File: src/rtl/neo_count_cells.sv
// neo_count_cells: 4-bit loadable up-counter with cascade carry, plus a
// combinational delay buffer and a D flip-flop with complementary outputs.
//
// Ports
//   CLK_24MB  in   sole clock, rising edge
//   RESETP    in   asynchronous active-high reset
//   D[3:0]    in   counter parallel-load data
//   nLOAD     in   active-low synchronous load strobe
//   EN        in   count enable (parallel)
//   CI        in   carry in (trickle enable) for cascading
//   SCLR      in   synchronous clear (only with SYNC_CLEAR_EN defined)
//   Q[3:0]    out  counter value
//   CO        out  combinational carry out, CI & (Q == 4'hF)
//   BD_IN     in   delay-buffer input
//   BD_OUT    out  delay-buffer output (pure wire)
//   FD_D      in   flip-flop data
//   FD_Q      out  flip-flop true output
//   FD_nQ     out  flip-flop complement output
//
// Build option: define SYNC_CLEAR_EN to add the SCLR port and clear term.
// Counter priority per edge: SCLR > load > count > hold.

module neo_count_cells (
  input  logic       CLK_24MB,
  input  logic       RESETP,
  input  logic [3:0] D,
  input  logic       nLOAD,
  input  logic       EN,
  input  logic       CI,
`ifdef SYNC_CLEAR_EN
  input  logic       SCLR,
`endif
  output logic [3:0] Q,
  output logic       CO,
  input  logic       BD_IN,
  output logic       BD_OUT,
  input  logic       FD_D,
  output logic       FD_Q,
  output logic       FD_nQ
);

  logic [3:0] cnt_q, cnt_d;
  logic       fd_q;

  always_comb begin
    cnt_d = cnt_q;
`ifdef SYNC_CLEAR_EN
    if (SCLR) begin
      cnt_d = 4'h0;
    end else
`endif
    if (!nLOAD) begin
      cnt_d = D;
    end else if (EN && CI) begin
      cnt_d = cnt_q + 4'h1;  // wraps 15 -> 0 by width
    end
  end

  always_ff @(posedge CLK_24MB or posedge RESETP) begin
    if (RESETP) begin
      cnt_q <= 4'h0;
      fd_q  <= 1'b0;
    end else begin
      cnt_q <= cnt_d;
      fd_q  <= FD_D;
    end
  end

  // Carry is unregistered so a chain of stages settles within one clock;
  // it is 0 in reset because the count is held at 0 there.
  assign Q      = cnt_q;
  assign CO     = CI & (cnt_q == 4'hF);
  assign BD_OUT = BD_IN;
  assign FD_Q   = fd_q;
  assign FD_nQ  = ~fd_q;

endmodule

File: config.mk
export PLATFORM = sky130hd
export DESIGN_NAME = neo_count_cells
export DESIGN_NICKNAME = d
export VERILOG_FILES = /design/src/rtl/neo_count_cells.sv
export SDC_FILE = /design/constraint.sdc
export NUM_CORES = 1
export LEC_CHECK = 0
export ABC_AREA = 1
export BUFFER_PORTS_ARGS = -buffer_cell sky130_fd_sc_hd__buf_2
export CAP_MARGIN = 25
export CORE_AREA = 2 2 39 41
export CTS_CLUSTER_DIAMETER = 120
export DETAILED_ROUTE_END_ITERATION = 16
export DIE_AREA = 0 0 41 43
export HOLD_SLACK_MARGIN = 0.02
export PLACE_DENSITY = 0.59
export SETUP_SLACK_MARGIN = 0.15
export SYNTH_ARGS = -nofsm -noshare
export SYNTH_HDL_FRONTEND = slang
export SYNTH_SLANG_ARGS = --single-unit
export TNS_END_PERCENT = 20
File: constraint.sdc
create_clock -name CLK_24MB -period 1.27 [get_ports CLK_24MB]
set_clock_uncertainty 0.1 [all_clocks]
set_input_delay 0.1905 -clock CLK_24MB [delete_from_list [all_inputs] [get_ports CLK_24MB]]
set_output_delay 0.1905 -clock CLK_24MB [all_outputs]
set_load 0.05 [all_outputs]
# ---- After elaboration in Yosys (flattened, before gate mapping)
# Cells that the tools add are included.
dict set report op_classes {
  add_sub_neg 1
  eq_ne 2
  mux 2
  bitwise 2
  reduce_logical 1
}
# cell count
set ops {}
lappend ops {{2-to-1 mux 4 bit} 2}
lappend ops {{adder 4 x 1 -> 4 bit (second input constant)} 1}
lappend ops {{== test 4 bit (second input constant)} 1}
lappend ops {{!= test 2 x 1 -> 1 bit (second input constant)} 1}
lappend ops {{AND 1 bit} 1}
lappend ops {{logical AND 1 bit} 1}
lappend ops {{inverter 1 bit} 1}
dict set report word_totals {
  regBits 5
  in_bits 11
  output_inout_bits 8
  word_cells 10
}

# ---- Depth between registers and ports, before layout
dict set report logic_depth {
  ltp_word 3
  mapped_depth 6
  mapped_depth_nobuf 6
}

# ---- Worst setup path before layout
# OpenSTA, ideal clock, no wires.
dict set report synth_timing {
  path_type {register -> output}
  start {reg cnt_q[0] (netlist: Q[0])}
  end {out CO}
  t_arrival_ns 1.679
  required_time_ns 0.980
  setup_slack_ns -0.699
  stages_incl_launch_ff 4
  n_path_buf 0
  path_cell_list {dfrtp_1 ha_1 nand2_1 nor2_1}
}
dict set report synth_between {
  elab_chain_cells 2
}
# element line_no
set synth_lines {}
lappend synth_lines {{start, declared} 42} ;# logic [3:0] cnt_q, cnt_d;
lappend synth_lines {{start signal, assigned} 64} ;# cnt_q <= cnt_d;
lappend synth_lines {{== test 4 bit} 72} ;# assign CO = CI & (cnt_q == 4'hF);
lappend synth_lines {{AND 1 bit} 72}
lappend synth_lines {{end, declared} 34} ;# output logic CO,
# Every way passes these cells.

# ---- Worst setup path in the final report
# Ends and elaborated chain as after synthesis.

==> flow_summary.ini <==
[synthesis]
yosysTopAreaCell = dfrtp_1
synth_fp_nets = 55
ys_ff_latch = 5
yosys_warnings = 0
ys_seq_area_share_pct = 41.0
yosysTopAreaCellShare_pct = 41.0
synthesis.area_um2 = 305
postSynthAreaPerCell_um2 = 7.10
synth_cells = 43
synth_cell_types = 14
yosys-top-cells-area = dfrtp_1 (41%), nand2_1 (20%), nand3_1 (6.6%), inv_1 (6.1%), ha_1 (4.1%)

[placed_design]
dp_slack_ns = 0.0815
placed_cells = 76
gp_congestion = 0.832
postPlaceCellArea_um2 = 445
port_buffers = 16
dp_hpwl_um = 594

[grt]
grt_first_pass_wirelength_um = 1270
grt_pass1_vias = 335
antenna_found_initial = 0
overflow = 0
grt_max_degree = 7
gr-usage-all-layers_pct = 11.2

[power]
p_comb_share_pct = 41.2
pwr-share-seq_pct = 31.7
p_leak_nw = 0.291
irDropWorstVdd_uv = 447
cellPowerDensity_nw_per_um2 = 1210
p_clk_share_pct = 27.1
internal_power_mw = 0.419
switching_power_mw = 0.244
power_mw = 0.664
power.share.switching_pct = 36.8

[cells_and_area]
stdcell_count = 83
mostFrequentLayoutCells = nand2_1 (15), buf_2 (10)
area_growth_pct = 80.3
final_common_cell = nand2_1
nets = 80
nFillCells = 150
drive_above_1_share_pct = 52.2
stdcell_area_um2 = 551
regArea_um2 = 130
multi_input_area_um2 = 176
n_antenna_cell = 0

[clocking]
clkLatencyLatePin_ns = 0.24
cts_tree = built
clkTransAtPathRegs_ns = 0.04
clock-root-buffer = clkbuf_4
clock-sinks = 5
clockBufferDepth = 2
cts_inserted_buffers = 3
cts_max_level = 1

[timing]
achievable-frequency_ghz = 0.732
slew_headroom_pct = 83.6
final.setup.tns_ns = -0.0952
setup_ws_ns = -0.0952
maxSlewViolCount = 0
setup_viol = 1
tightest_slew_ns = 0.247
finalCritPeriodShare_pct = 107
finalHoldViolCount = 0
rsz0062_at_grt = true
finalCriticalPeriod_ns = 1.37

[route]
drt_iter0_drc = 1
vias = 341
drt_pass1_iterations = 2
via_per_inst = 4.11
antenna_left = 0
wl_um = 775
post_drt_wl_per_cell_um = 9.34
drc = 0

[floorplan]
rows = 14
coreArea_um2 = 1380
dieHeight_um = 43
boundaryPins = 19
dieArea_um2 = 1760
start_util_pct = 22.1
die_w_um = 41

[status]
run_status = finished, violations left
failed_checks = setup timing

[setup_path]
cp_cell_sequence = ha_4 > nand2_4 > nor2_4 > buf_6
required_ns = 0.98
setup.worst_path.class = register to output port
cp-start-kind = register
slowest_delay_ns = 0.42
critical_path.max_fanout = 2
crit_path_top_delay_cell = dfrtp_2
endpoint_kind = output port
regToRegSetupSlack_ns = 0.12
cp.arrival_ns = 1.07

[hold_path]
hp-class = input pin to register

[job]
maxCapViolations = 0
==> flip-flops by register name, summed over array words and instances, names as in the netlist <==
| signal | count |
|---|---|
| FD_Q | 1 |
| Q | 4 |
==> cells in the mapped netlist (all sizes together) <==
cell    instances
o21ai           1
inv             7
nand3           4
or2             1
o211ai          1
nor2            4
nand2          17
dfrtp           5
ha              1
nand4           1
buf             1
==> final timing paths <==
path,start,endpoint,depth (start not counted)
min,D[2],Q[2]$_DFFE_PP0P_,3
max reg2reg,Q[0]$_DFFE_PP0P_,Q[2]$_DFFE_PP0P_,7
max in group asynchronous,RESETP,Q[3]$_DFFE_PP0P_,3
min reg2reg,Q[2]$_DFFE_PP0P_,Q[2]$_DFFE_PP0P_,2
min in group asynchronous,RESETP,FD_Q$_DFF_PP0_,3
max,Q[0]$_DFFE_PP0P_,CO,4
==> area by class of cell <==
cell class,count,share of cell area (%)
multi-input combinational,30,32.0
timing repair buffer,21,31.1
sequential,5,23.6
clock buffer,4,4.77
inverter,7,4.77
tap,16,3.64
==> through the flow <==
stage,util [%],hold WS (ns)
4_1_cts,39.1,0.0698
6_report,39.8,0.0714
3_5_place_dp,32.2,-0.00999
2_1_floorplan,-,-0.131
3_3_place_gp,32.2,-0.0139
5_1_grt,39.8,0.0721
==> logic make-up after synthesis <==
group / after synthesis / share of synthesized area [%]
buffers and inverters: 8 / 11.1
adder cells (fa/ha/maj): 1 / 4.10
flip-flops: 5 / 41.0
AO/OA/AOI/OAI: 2 / 4.10
AND/OR/NAND/NOR: 27 / 39.8
==> metal layers <==
layer | wire (um) | global-route usage, % | up-vias | share of wire [%]
met3 | 41 | 3.14 | 2 | 5.3
met4 | 16 | 8.00 | 0 | 2.1
met5 | 0 | 0 | - | 0
li1 | - | - | 179 | -
met2 | 424 | 17.8 | 12 | 55
met1 | 292 | 11.7 | 148 | 38
==> repair_timing <==
item,in CTS,in global routing
hold buffers,2,0
pin swaps,5,4
buffers inserted,1,0
setup endpoints to repair,8,8
resized for setup,13,4
endpoints found under the hold margin,6,0
==> worst max-delay path: cells and delay by family (launching register included) <==
family,cells,cell delay [ns]
buffers and inverters,1,0.14
DFF,1,0.42
and+or+nand+nor,2,0.09
adders and majority gates,1,0.18
==> power by group through the flow <==
stage	clock [mW]	sequential, mW	combinational (mW)
after floorplan	0	0.281	0.0875
after global placement	0	0.208	0.225
after detailed placement	0	0.210	0.224
after CTS	0.187	0.211	0.268
after global routing	0.209	0.213	0.296
final	0.180	0.210	0.273
Note: power is estimated with default switching activity, not from simulation.
